File: src/rtl/uart_pkg.sv
// Shared types and helpers for the framed UART receiver.
// Holds the FSM and parity encodings, the 3-sample vote and the bit-period helper.
package uart_pkg;

  typedef enum logic [1:0] {
    PAR_NONE = 2'd0,
    PAR_ODD  = 2'd1,
    PAR_EVEN = 2'd2
  } parity_mode_t;

  typedef enum logic [2:0] {
    IDLE   = 3'd0,
    START  = 3'd1,
    DATA   = 3'd2,
    PARITY = 3'd3,
    STOP   = 3'd4,
    BREAK  = 3'd5
  } rx_state_t;

  function automatic logic majority3(input logic a, input logic b, input logic c);
    return (a & b) | (a & c) | (b & c);
  endfunction

  function automatic int clks_per_bit(input int clk_freq, input int baud);
    return clk_freq / baud;
  endfunction

endpackage

File: src/rtl/uart_rx_fifo.sv
// First-word fall-through receive FIFO; a push into a full FIFO is accepted
// only when a pop happens in the same cycle.
module uart_rx_fifo
  import uart_pkg::*;
#(
  parameter int WIDTH = 9,
  parameter int DEPTH = 4
) (
  input  logic             clk_in,
  input  logic             rst_n_in,
  input  logic             push,
  input  logic [WIDTH-1:0] wdata,
  input  logic             pop,
  output logic [WIDTH-1:0] rdata,
  output logic             full,
  output logic             empty
);

  localparam int AW = $clog2(DEPTH);
  localparam logic [AW:0] PTR_INC = (AW + 1)'(1);

  logic [WIDTH-1:0] mem_r [DEPTH];
  logic [AW:0]      wr_ptr_r;
  logic [AW:0]      rd_ptr_r;
  logic             push_ok_s;
  logic             pop_ok_s;

  // Extra pointer MSB separates full from empty when the indices match.
  assign empty     = (wr_ptr_r == rd_ptr_r);
  assign full      = (wr_ptr_r[AW-1:0] == rd_ptr_r[AW-1:0]) && (wr_ptr_r[AW] != rd_ptr_r[AW]);
  assign pop_ok_s  = pop && !empty;
  assign push_ok_s = push && (!full || pop_ok_s);
  assign rdata     = empty ? '0 : mem_r[rd_ptr_r[AW-1:0]];

  // Pointer and storage update.
  always_ff @(posedge clk_in) begin
    if (!rst_n_in) begin
      wr_ptr_r <= '0;
      rd_ptr_r <= '0;
    end else begin
      if (push_ok_s) begin
        mem_r[wr_ptr_r[AW-1:0]] <= wdata;
        wr_ptr_r                <= wr_ptr_r + PTR_INC;
      end else begin
        wr_ptr_r <= wr_ptr_r;
      end
      if (pop_ok_s) begin
        rd_ptr_r <= rd_ptr_r + PTR_INC;
      end else begin
        rd_ptr_r <= rd_ptr_r;
      end
    end
  end

endmodule

File: src/rtl/uart_rx_framed.sv
// Framed UART receiver: 2-flop synchroniser, mid-bit 3-sample vote, configurable
// data/parity/stop format, FWFT output FIFO and framing/overrun pulses.
module uart_rx_framed
  import uart_pkg::*;
#(
  parameter int INPUT_CLOCK_FREQ = 100_000_000,
  parameter int BAUD_RATE        = 9600,
  parameter int DATA_WIDTH       = 8,
  parameter int PARITY_MODE      = 0,
  parameter int STOP_BITS        = 1,
  parameter int FIFO_DEPTH       = 4
) (
  input  logic                  clk_in,
  input  logic                  rst_n_in,
  input  logic                  rx_wire_in,
  output logic [DATA_WIDTH-1:0] data_out,
  output logic                  parity_err_out,
  output logic                  data_valid_out,
  input  logic                  data_ready_in,
  output logic                  framing_err_out,
  output logic                  overrun_out,
  output logic                  busy_out
);

  localparam int CPB   = clks_per_bit(INPUT_CLOCK_FREQ, BAUD_RATE);
  localparam int HALF  = CPB / 2;
  localparam int CNT_W = $clog2(CPB);
  localparam int IDX_W = $clog2(DATA_WIDTH);

  localparam logic [CNT_W-1:0] CNT_ONE  = CNT_W'(1);
  localparam logic [CNT_W-1:0] CNT_S0   = CNT_W'(HALF - 1);
  localparam logic [CNT_W-1:0] CNT_S1   = CNT_W'(HALF);
  localparam logic [CNT_W-1:0] CNT_VOTE = CNT_W'(HALF + 1);
  localparam logic [CNT_W-1:0] CNT_LAST = CNT_W'(CPB - 1);
  localparam logic [IDX_W-1:0] IDX_ONE  = IDX_W'(1);
  localparam logic [IDX_W-1:0] IDX_LAST = IDX_W'(DATA_WIDTH - 1);
  localparam logic             STOP_LAST = 1'(STOP_BITS - 1);
  localparam logic             PAR_EN   = (PARITY_MODE != int'(PAR_NONE));
  localparam logic             ODD_MODE = (PARITY_MODE == int'(PAR_ODD));

  rx_state_t             state_r;
  rx_state_t             state_next;
  logic                  sync1_r;
  logic                  sync2_r;
  logic                  rx_s;
  logic [CNT_W-1:0]      cnt_r;
  logic                  s0_r;
  logic                  s1_r;
  logic                  vote_s;
  logic                  at_vote_s;
  logic                  at_end_s;
  logic [DATA_WIDTH-1:0] shreg_r;
  logic [IDX_W-1:0]      bit_idx_r;
  logic                  stop_idx_r;
  logic                  par_err_r;
  logic                  start_s;
  logic                  shift_s;
  logic                  par_cap_s;
  logic                  idx_inc_s;
  logic                  stop_inc_s;
  logic                  push_s;
  logic                  ferr_s;
  logic                  ferr_r;
  logic                  ovr_r;
  logic                  busy_r;
  logic                  full_s;
  logic                  empty_s;
  logic                  pop_s;
  logic [DATA_WIDTH:0]   head_s;

  assign rx_s      = sync2_r;
  assign vote_s    = majority3(s0_r, s1_r, rx_s);
  assign at_vote_s = (cnt_r == CNT_VOTE);
  assign at_end_s  = (cnt_r == CNT_LAST);

  // Line synchroniser, bit timer and mid-bit sample capture.
  always_ff @(posedge clk_in) begin
    if (!rst_n_in) begin
      sync1_r <= 1'b1;
      sync2_r <= 1'b1;
      cnt_r   <= '0;
      s0_r    <= 1'b1;
      s1_r    <= 1'b1;
    end else begin
      sync1_r <= rx_wire_in;
      sync2_r <= sync1_r;
      if (state_r == IDLE || at_end_s) begin
        cnt_r <= '0;
      end else begin
        cnt_r <= cnt_r + CNT_ONE;
      end
      s0_r <= (cnt_r == CNT_S0) ? rx_s : s0_r;
      s1_r <= (cnt_r == CNT_S1) ? rx_s : s1_r;
    end
  end

  // Next-state and datapath strobes; every decision point is a timer count.
  always_comb begin
    state_next = state_r;
    start_s    = 1'b0;
    shift_s    = 1'b0;
    par_cap_s  = 1'b0;
    idx_inc_s  = 1'b0;
    stop_inc_s = 1'b0;
    push_s     = 1'b0;
    ferr_s     = 1'b0;
    case (state_r)
      IDLE: begin
        if (!rx_s) begin
          state_next = START;
          start_s    = 1'b1;
        end else begin
          state_next = IDLE;
        end
      end
      START: begin
        if (at_vote_s && vote_s) begin
          state_next = IDLE;
        end else if (at_end_s) begin
          state_next = DATA;
        end else begin
          state_next = START;
        end
      end
      DATA: begin
        shift_s = at_vote_s;
        if (at_end_s && (bit_idx_r == IDX_LAST)) begin
          if (PAR_EN) begin
            state_next = PARITY;
          end else begin
            state_next = STOP;
          end
        end else if (at_end_s) begin
          idx_inc_s = 1'b1;
        end else begin
          state_next = DATA;
        end
      end
      PARITY: begin
        par_cap_s = at_vote_s;
        if (at_end_s) begin
          state_next = STOP;
        end else begin
          state_next = PARITY;
        end
      end
      STOP: begin
        // Push at the last stop-bit midpoint to leave half a bit of resync margin.
        if (at_vote_s && !vote_s) begin
          ferr_s     = 1'b1;
          state_next = BREAK;
        end else if (at_vote_s && (stop_idx_r == STOP_LAST)) begin
          push_s     = 1'b1;
          state_next = IDLE;
        end else if (at_end_s) begin
          stop_inc_s = 1'b1;
        end else begin
          state_next = STOP;
        end
      end
      BREAK: begin
        if (rx_s) begin
          state_next = IDLE;
        end else begin
          state_next = BREAK;
        end
      end
      default: begin
        state_next = IDLE;
      end
    endcase
  end

  // State, frame assembly and registered status pulses.
  always_ff @(posedge clk_in) begin
    if (!rst_n_in) begin
      state_r    <= IDLE;
      shreg_r    <= '0;
      bit_idx_r  <= '0;
      stop_idx_r <= 1'b0;
      par_err_r  <= 1'b0;
      ferr_r     <= 1'b0;
      ovr_r      <= 1'b0;
      busy_r     <= 1'b0;
    end else begin
      state_r <= state_next;
      shreg_r <= shift_s ? {vote_s, shreg_r[DATA_WIDTH-1:1]} : shreg_r;
      if (start_s) begin
        bit_idx_r  <= '0;
        stop_idx_r <= 1'b0;
        par_err_r  <= 1'b0;
      end else begin
        bit_idx_r  <= idx_inc_s ? (bit_idx_r + IDX_ONE) : bit_idx_r;
        stop_idx_r <= stop_inc_s ? 1'b1 : stop_idx_r;
        par_err_r  <= par_cap_s ? (((^shreg_r) ^ vote_s) != ODD_MODE) : par_err_r;
      end
      ferr_r <= ferr_s;
      ovr_r  <= push_s && full_s && !pop_s;
      busy_r <= (state_next != IDLE);
    end
  end

  assign pop_s = !empty_s && data_ready_in;

  uart_rx_fifo #(
    .WIDTH (DATA_WIDTH + 1),
    .DEPTH (FIFO_DEPTH)
  ) u_fifo (
    .clk_in   (clk_in),
    .rst_n_in (rst_n_in),
    .push     (push_s),
    .wdata    ({par_err_r, shreg_r}),
    .pop      (pop_s),
    .rdata    (head_s),
    .full     (full_s),
    .empty    (empty_s)
  );

  assign data_out        = head_s[DATA_WIDTH-1:0];
  assign parity_err_out  = head_s[DATA_WIDTH];
  assign data_valid_out  = !empty_s;
  assign framing_err_out = ferr_r;
  assign overrun_out     = ovr_r;
  assign busy_out        = busy_r;

endmodule

File: config.mk
export PLATFORM = sky130hd
export DESIGN_NAME = uart_rx_framed
export DESIGN_NICKNAME = d
export VERILOG_FILES = /design/src/rtl/uart_pkg.sv /design/src/rtl/uart_rx_fifo.sv /design/src/rtl/uart_rx_framed.sv
export SDC_FILE = /design/constraint.sdc
export NUM_CORES = 1
export LEC_CHECK = 0
export ABC_AREA = 1
export CAP_MARGIN = 10
export CORE_ASPECT_RATIO = 1.4
export CORE_MARGIN = 3
export CORE_UTILIZATION = 60
export DETAILED_ROUTE_END_ITERATION = 10
export HOLD_SLACK_MARGIN = 0.05
export PLACE_DENSITY_LB_ADDON = 0.12
export SLEW_MARGIN = 10
export SYNTH_ARGS = -nofsm -noshare
export SYNTH_HDL_FRONTEND = slang
export SYNTH_SLANG_ARGS = --single-unit
File: constraint.sdc
create_clock -name clk_in -period 3.8 [get_ports clk_in]
set_input_delay 0.76 -clock clk_in [delete_from_list [all_inputs] [get_ports clk_in]]
set_output_delay 0.76 -clock clk_in [all_outputs]
set_load 0.01 [all_outputs]
==> impl_metrics.py, run 1 <==
metrics = {
    "status": {
        "status": "finished, final reports clean",
    },
    "pwr": {
        "peakVddDrop_uv": 269.7,
        "p_leak_nw": 1.760,
        "power_density_mw_per_mm2": 405.7,
    },
    "sta": {
        "skew_ns": 0.007663,
        "period_share": 0.8023,
        "tightest_slew_ns": 0.6837,
        "drv_slew": 0,
        "max_freq_mhz": 328.0,
        "setup_tns_ns": 0,
        "fin_crit_ns": 3.049,
        "finalSetupViolCount": 0,
        "finalHoldViolations": 0,
        "rsz0062_at_grt": "no",
        "slew-limit-headroom": 0.5425,
    },
    "routing": {
        "antenna_left": 0,
        "drtIter0Drc": 179,
        "routedWlPerCell_um": 12.72,
        "via_per_inst": 5.292,
        "num_vias": 2847,
        "drc": 0,
        "wirelength_um": 6843,
        "dr.pass1.iters": 4,
    },
    "setup_path": {
        "crit_fanout": 19,
        "worst-endpoint-required_ns": 3.04,
        "endpoint_kind": "output pin",
        "cp.arrival_ns": 2.29,
        "worst-r2r-setup-slack_ns": 1.62,
        "worstSetupPathType": "reg -> out",
        "startpoint_type": "flip-flop",
    },
    "die": {
        "ios": 17,
        "initial_core_util": 0.6303,
        "die_x_um": 73.03,
        "rows": 33,
        "die-area_mm2": 0.007290,
        "core-area_mm2": 0.005987,
        "fp.dieH_um": 99.84,
    },
    "final_layout": {
        "drive_gt1_frac": 0.08761,
        "stdcell_count": 538,
        "nets": 477,
        "synthToLayoutAreaGrowth_pct": 12.14,
        "n_fill_cell": 477,
        "stdcell_area_mm2": 0.004232,
        "n_antenna_cell": 0,
    },
    "yosys": {
        "syn_nets": 455,
        "seq_area_frac_synth": 0.5252,
        "synth_area_mm2": 0.003774,
        "avgSynthCellArea_um2": 8.557,
        "synthCells": 441,
        "synth-seq-cells": 81,
        "synth_warnings": 0,
        "synth-async-reset-ratio": 0,
        "ys_types": 33,
        "synth_ff_type": "dfxtp_1",
        "synth_edf_count": 36,
    },
    "cts": {
        "numCtsBuffers": 9,
        "ctsResizeCount": 0,
        "insertion_delay_ns": 0.35,
        "tritoncts": "yes",
        "cts_hold_buf": 0,
        "root_buffer": "clkbuf_8",
        "cts.sinks": 81,
        "postCtsSetupBuffers": 0,
        "clockBufferDepth": 2,
        "cts_htree_levels": 3,
        "path_clk_slew_ns": 0.08,
    },
    "grt": {
        "grt_pass1_wl_um": 12130,
        "track_usage": 0.2137,
        "antenna_found_initial": 0,
        "grt_start_max_net_pins": 20,
        "overflow": 0,
        "grt_pass1_vias": 2753,
    },
    "placed_design": {
        "placedInstanceArea_mm2": 0.004014,
        "dp_hpwl_um": 5071,
        "placed_cells": 522,
        "gp_congestion": 0.8755,
        "portBuffers": 16,
    },
    "job": {
        "max_cap_violations": 0,
    },
    "worst_hold_path": {
        "hold_class": "reg -> reg",
    },
}
cells by family after synthesis:
logic type / count (synthesis) / synth area share
adder cells (fa/ha/maj): 10 / 0.03316
AND/OR/NAND/NOR: 206 / 0.2523
buffers and inverters: 72 / 0.07261
XOR/XNOR: 11 / 0.02553
AO/OA/AOI/OAI: 61 / 0.09118
flip-flops: 81 / 0.5252
cell usage after synthesis, types with 4 or more instances:
cell / n / area (um2)
nand2_1: 79 / 296.5
xnor2_1: 5 / 43.79
o21ai_0: 20 / 100.1
inv_2: 4 / 15.01
nor3_1: 9 / 45.04
dfxtp_1: 45 / 900.9
o32ai_1: 9 / 78.83
ha_1: 10 / 125.1
o21ai_1: 7 / 35.03
inv_1: 58 / 217.7
a21oi_1: 23 / 115.1
xor2_1: 6 / 52.55
clkbuf_1: 5 / 18.77
nor2_1: 62 / 232.7
nand3_1: 32 / 160.2
edfxtp_1: 36 / 1081
metrics by stage:
step / util / total power, W / worst slack, ns / hold WS (ns)
final: 0.7068 / 0.001717 / 0.7512 / 0.4189
after global routing: 0.7068 / 0.001785 / 0.5368 / 0.4400
after CTS: 0.7068 / 0.001735 / 0.7103 / 0.4266
after detailed placement: 0.6704 / 0.001063 / 0.9585 / 0.4063
after global placement: 0.6704 / 0.001060 / 1.010 / 0.4014
after floorplan: - / 0.001015 / 1.873 / 0.3925
final timing paths:
check,from,cells past startpoint,endpoint
worst max-delay path,flip-flop,7,parity_err_out
worst max register to register,s1_r$_SDFFE_PN1N_,6,u_fifo.mem_r[3][1]$_DFFE_PP_
worst min register to register,sync1_r$_SDFF_PN1_,1,rx_s$_SDFF_PN1_
worst min-delay path,sync1_r$_SDFF_PN1_,1,rx_s$_SDFF_PN1_
cell usage in the layout, fill, tap and decap left out, types with 2 or more instances in the layout:
cell type         n
a21oi_1          23
buf_4             4
bufinv_16         2
clkbuf_8          9
clkdlybuf4s50_1  16
clkinv_1          2
dfxtp_1          45
edfxtp_1         36
ha_1             10
inv_1            58
inv_2             4
nand2_1          79
nand2_2           3
nand3_1          32
nand3_2           3
nand4_1           3
nor2_1           62
nor2_2            3
nor2_4            3
nor3_1            9
nor3b_1           2
o21ai_0          20
o21ai_1           7
o32ai_1           9
or2_2             2
xnor2_1           5
xor2_1            6
cell type report:
class,instances,area (um2),share of cell area
clock buffers,9,123.9,0.02927
clock inverters,7,93.84,0.02218
inverters,63,236.5,0.05588
multi-input cells,288,1518,0.3587
flip-flops and latches,81,1982,0.4684
well taps,70,87.58,0.02070
repair buffers,20,190.2,0.04494
critical path, cell delays in order (launching register included):
cell and delay (ns):
dfxtp_1 0.31, buf_4 0.20, clkinv_1 0.44, nor2_1 0.27, o32ai_1 0.11, nand2_1 0.09
inv_1 0.04, clkdlybuf4s50_1 0.47
layer usage:
metal | track usage | share of wire | vias to the layer above
met5 | 0 | 0 | -
met4 | 0.1037 | 0.028 | 0
met3 | 0.05311 | 0.032 | 17
met2 | 0.3701 | 0.54 | 56
met1 | 0.2397 | 0.40 | 1291
li1 | - | - | 1483
sequential cells by signal (all words and copies together) (netlist names), 3 cells and up, named ones only:
register         cells
cnt_r               14
shreg_r              8
u_fifo.mem_r        36
u_fifo.rd_ptr_r      3
bit_idx_r            3
u_fifo.wr_ptr_r      3
state_r              3
power breakdown:
group | switching [W] | internal [W] | leakage (nW) | total (W)
logic | 0.0000679 | 0.0000551 | 0.946 | 0.000123
clock network | 0.000305 | 0.000370 | 0.107 | 0.000675
registers | 0.0000106 | 0.000908 | 0.707 | 0.000919
Note: power is estimated with default switching activity, not from simulation.
==> run 2, diff against run 1 <==
Clock period 3.8 ns to 3.15 ns, I/O delays scaled along.
==> impl_metrics.py, run 2 (synthesis gave the netlist of run 1 again) <==
metrics = {
    "status": {
        "status": "finished, final reports clean",
    },
    "die": {
        "die-area_mm2": 0.007290,
        "die_x_um": 73.03,
        "initial_core_util": 0.6303,
        "ios": 17,
        "rows": 33,
        "core-area_mm2": 0.005987,
        "fp.dieH_um": 99.84,
    },
    "cts": {
        "clockBufferDepth": 2,
        "cts_hold_buf": 0,
        "postCtsSetupBuffers": 0,
        "cts_htree_levels": 3,
        "cts.sinks": 81,
        "insertion_delay_ns": 0.36,
        "path_clk_slew_ns": 0.08,
        "ctsResizeCount": 0,
        "root_buffer": "clkbuf_8",
        "numCtsBuffers": 9,
        "tritoncts": "yes",
    },
    "placed_design": {
        "dp_hpwl_um": 5123,
        "placed_cells": 524,
        "portBuffers": 16,
        "gp_congestion": 0.8533,
        "placedInstanceArea_mm2": 0.004029,
    },
    "worst_hold_path": {
        "hold_class": "reg -> reg",
    },
    "sta": {
        "skew_ns": 0.01113,
        "finalSetupViolCount": 0,
        "tightest_slew_ns": 0.7277,
        "max_freq_mhz": 371.0,
        "setup_tns_ns": 0,
        "period_share": 0.8557,
        "rsz0062_at_grt": "no",
        "slew-limit-headroom": 0.5130,
        "drv_slew": 0,
        "finalHoldViolations": 0,
        "fin_crit_ns": 2.695,
    },
    "final_layout": {
        "synthToLayoutAreaGrowth_pct": 13.20,
        "nets": 479,
        "stdcell_count": 540,
        "n_fill_cell": 453,
        "n_antenna_cell": 0,
        "largest_reg_flops": 36,
        "multi_input_area_mm2": 0.001518,
        "drive_gt1_frac": 0.09149,
        "final_common_cell": "nand2_1",
        "stdcell_area_mm2": 0.004272,
        "layout_common_cells": "nand2_1 (79), nor2_1 (62), inv_1 (58), dfxtp_1 (45), edfxtp_1 (36)",
        "seq_area_mm2": 0.001982,
    },
    "setup_path": {
        "worst-endpoint-required_ns": 2.52,
        "startpoint_type": "flip-flop",
        "crit_end": "data_out[5]",
        "endpoint_kind": "output pin",
        "critical-path-max-stage-delay_ns": 0.68,
        "worstSetupPathType": "reg -> out",
        "worst_path_dominant_cell_family": "flip-flops",
        "crit_fanout": 18,
        "worst-r2r-setup-slack_ns": 1.23,
        "cp.arrival_ns": 2.07,
        "cp_cell_sequence": "o21ai_0 -> o32ai_1 -> nand2_1 -> inv_1 -> clkdlybuf4s50_1",
        "crit_slowest_cell": "dfxtp_1",
        "crit_buf_inv": 2,
        "worstRegToRegCells": 7,
        "worst-path-stages": 5,
        "timing.rr.end": "u_fifo.mem_r[2][2]$_DFFE_PP_",
        "worst_r2r_startpoint": "rx_s$_SDFF_PN1_",
    },
    "grt": {
        "grt_pass1_wl_um": 12010,
        "antenna_found_initial": 0,
        "track_usage": 0.2132,
        "grt_pass1_vias": 2754,
        "grt_start_max_net_pins": 19,
        "overflow": 0,
    },
    "routing": {
        "antenna_left": 0,
        "num_vias": 2857,
        "wirelength_um": 6923,
        "dr.pass1.iters": 5,
        "routedWlPerCell_um": 12.82,
        "drtIter0Drc": 167,
        "via_per_inst": 5.291,
        "drc": 0,
    },
    "pwr": {
        "p_leak_nw": 1.781,
        "power_density_mw_per_mm2": 506.4,
        "peakVddDrop_uv": 379.2,
        "p_total_w": 0.002163,
    },
    "job": {
        "max_cap_violations": 0,
    },
}
[run 2: where the power goes]
group	internal [W]	switching (W)
clock	0.000532	0.000374
sequential	0.00110	0.0000132
combinational	0.0000673	0.0000812
[run 2: worst reg2reg max path, delay by kind of cell, from the launching register on]
kind	cells	cell delay, ns
AO/OA/AOI/OAI	1	0.43
buffers and inverters	2	0.28
flip-flops	1	0.31
AND/OR/NAND/NOR	4	0.58
[run 2: area by class of cell]
class                           instances  share of cell area
Inverter                               63             0.05536
Clock inverter                          6             0.02695
Timing Repair Buffer                   22             0.04804
Multi-Input combinational cell        288              0.3553
Clock buffer                           10             0.02988
Sequential cell                        81              0.4640
Tap cell                               70             0.02050
[run 2: worst min-delay path by stage]
stage                        from         endpoint  slack, ns  depth (start not counted)
5_1_grt        sync1_r$_SDFF_PN1_  rx_s$_SDFF_PN1_       0.43                          1
3_3_place_gp   sync1_r$_SDFF_PN1_  rx_s$_SDFF_PN1_       0.39                          1
4_1_cts        sync1_r$_SDFF_PN1_  rx_s$_SDFF_PN1_       0.42                          1
3_5_place_dp   sync1_r$_SDFF_PN1_  rx_s$_SDFF_PN1_       0.40                          1
6_report       sync1_r$_SDFF_PN1_  rx_s$_SDFF_PN1_       0.42                          1
2_1_floorplan  sync1_r$_SDFF_PN1_  rx_s$_SDFF_PN1_       0.39                          1
[run 2: stage by stage]
step                utilization  hold slack [ns]  setup slack (ns)
detailed placement       0.6729           0.4014            0.8233
floorplan                     -           0.3925             1.223
finish                   0.7135           0.4184            0.4546
global placement         0.6729           0.3939            0.8742
CTS                      0.7135           0.4214            0.4212
global route             0.7135           0.4348            0.2702
[run 2: routing by layer]
| layer | share of wire | global-route usage | vias to the layer above |
|---|---|---|---|
| met5 | 0 | 0 | - |
| met4 | 0.012 | 0.07528 | 0 |
| met3 | 0.033 | 0.05711 | 7 |
| met2 | 0.56 | 0.3866 | 36 |
| met1 | 0.40 | 0.2328 | 1323 |
| li1 | - | - | 1491 |
==> run 3, diff against run 2 <==
Settings changed: ABC_CLOCK_PERIOD_IN_PS set to 3150, CORE_ASPECT_RATIO 1.4 to 1.1.
==> impl_metrics.py, run 3 (synthesis gave the netlist of run 1 again) <==
metrics = {
    "routing": {
        "num_vias": 2856,
        "drc": 0,
        "drtIter0Drc": 159,
        "dr.pass1.iters": 4,
        "routedWlPerCell_um": 12.21,
        "wirelength_um": 6669,
        "via_per_inst": 5.231,
        "antenna_left": 0,
    },
    "setup_path": {
        "timing.rr.end": "u_fifo.mem_r[2][3]$_DFFE_PP_",
        "cp.arrival_ns": 2.10,
        "endpoint_kind": "output pin",
        "worst_r2r_startpoint": "rx_s$_SDFF_PN1_",
        "worstRegToRegCells": 6,
        "crit_fanout": 11,
        "worst-endpoint-required_ns": 2.52,
        "startpoint_type": "flip-flop",
        "worst-r2r-setup-slack_ns": 0.92,
        "worstSetupPathType": "reg -> out",
    },
    "die": {
        "fp.dieH_um": 89.18,
        "rows": 29,
        "die-area_mm2": 0.007278,
        "core-area_mm2": 0.005914,
        "ios": 17,
        "initial_core_util": 0.6380,
        "die_x_um": 81.62,
    },
    "final_layout": {
        "n_antenna_cell": 0,
        "largest_reg_flops": 36,
        "synthToLayoutAreaGrowth_pct": 12.57,
        "drive_gt1_frac": 0.08955,
        "nets": 478,
        "layout_common_cells": "nand2_1 (79), nor2_1 (62), inv_1 (58), dfxtp_1 (45), edfxtp_1 (36)",
        "utilization": 0.7182,
        "final_common_cell": "nand2_1",
    },
    "cts": {
        "ctsResizeCount": 0,
        "tritoncts": "yes",
        "cts.sinks": 81,
        "path_clk_slew_ns": 0.08,
        "numCtsBuffers": 9,
        "cts_hold_buf": 0,
        "root_buffer": "clkbuf_8",
        "clockBufferDepth": 2,
        "cts_htree_levels": 3,
        "postCtsSetupBuffers": 0,
        "insertion_delay_ns": 0.34,
    },
    "placed_design": {
        "portBuffers": 16,
        "gp_congestion": 0.8036,
        "dp_hpwl_um": 4757,
    },
    "pwr": {
        "p_total_w": 0.002068,
        "power_density_mw_per_mm2": 486.9,
        "p_leak_nw": 1.765,
        "peakVddDrop_uv": 287.1,
    },
    "sta": {
        "skew_ns": 0.007748,
        "drv_slew": 0,
        "rsz0062_at_grt": "no",
        "finalSetupViolCount": 0,
        "max_freq_mhz": 366.4,
        "finalHoldViolations": 0,
        "slew-limit-headroom": 0.5426,
        "tightest_slew_ns": 0.6835,
        "period_share": 0.8665,
        "setup_tns_ns": 0,
        "fin_crit_ns": 2.730,
    },
    "grt": {
        "grt_start_max_net_pins": 19,
        "antenna_found_initial": 0,
        "grt_pass1_vias": 2620,
        "met1_usage": 0.2279,
        "overflow": 0,
        "grt_pass1_wl_um": 11300,
        "grtUsageMet2": 0.3733,
        "use_met3": 0.04637,
        "grt-busiest-layer": "met2",
        "track_usage": 0.2036,
    },
    "job": {
        "max_cap_violations": 0,
    },
    "worst_hold_path": {
        "worst_hold_path.endpoint": "rx_s$_SDFF_PN1_",
        "holdPathStages": 1,
        "hold_start": "sync1_r$_SDFF_PN1_",
        "hold_class": "reg -> reg",
    },
    "status": {
        "status": "finished, final reports clean",
    },
}
==> run 3: changes by cell type in the layout (fill, tap and decap cells not counted) <==
cell / before / now
bufinv_16: 3 / 2
clkinv_4: 0 / 1
buf_4: 6 / 5
inv_6: 2 / 1
clkbuf_1: 1 / 0
clkinv_2: 0 / 1
clkinv_1: 1 / 2
==> run 3: how the worst max path moves through the flow <==
stage / slack, ns / startpoint / cells after the start / to
global route: 0.25 / flip-flop / 6 / parity_err_out
detailed placement: 0.64 / rst_n_in / 7 / cnt_r[13]$_SDFF_PP0_
finish: 0.42 / u_fifo.wr_ptr_r[1]$_SDFFE_PN0N_ / 6 / data_out[1]
global placement: 0.70 / rst_n_in / 3 / u_fifo.mem_r[2][2]$_DFFE_PP_
CTS: 0.41 / u_fifo.wr_ptr_r[1]$_SDFFE_PN0N_ / 6 / data_out[1]
floorplan: 1.22 / cnt_r[0]$_SDFF_PP0_ / 7 / u_fifo.mem_r[0][0]$_DFFE_PP_
==> run 3: layer usage <==
metal	vias up	wire [um]
li1	1487	-
met1	1315	2802
met2	44	3538
met3	10	226
met4	0	102
met5	-	0
==> run 3: power breakdown <==
part	switching [W]	internal (W)
combinational	0.0000821	0.0000663
sequential	0.0000131	0.00110
clock	0.000365	0.000446
total	0.000460	0.00161
==> run 3: cell type report <==
type | instances | area [um2]
sequential | 81 | 1982
clock inverter | 7 | 93.84
clock buffer | 9 | 123.9
fill | 447 | 1667
multi-input combinational | 288 | 1518
inverter | 63 | 236.5
timing repair buffer | 21 | 197.7
tap | 77 | 96.34
==> run 3: worst max-delay path, cell delays in order, from the launching register on <==
cell             delay [ns]
dfxtp_1                0.37
or2_0                  0.24
a21oi_1                0.16
nand2_1                0.28
nand2_1                0.17
inv_1                  0.05
clkdlybuf4s50_1        0.48
==> run 3: metrics by stage <==
step,setup slack (ns),cell area (um2),hold WS [ns],instances
after floorplan,1.223,3774,0.3925,441
after global placement,0.6994,4030,0.3980,530
after detailed placement,0.6436,4030,0.3993,530
after CTS,0.4090,4248,0.4191,546
after global routing,0.2454,4248,0.4289,546
final,0.4205,4248,0.4176,546
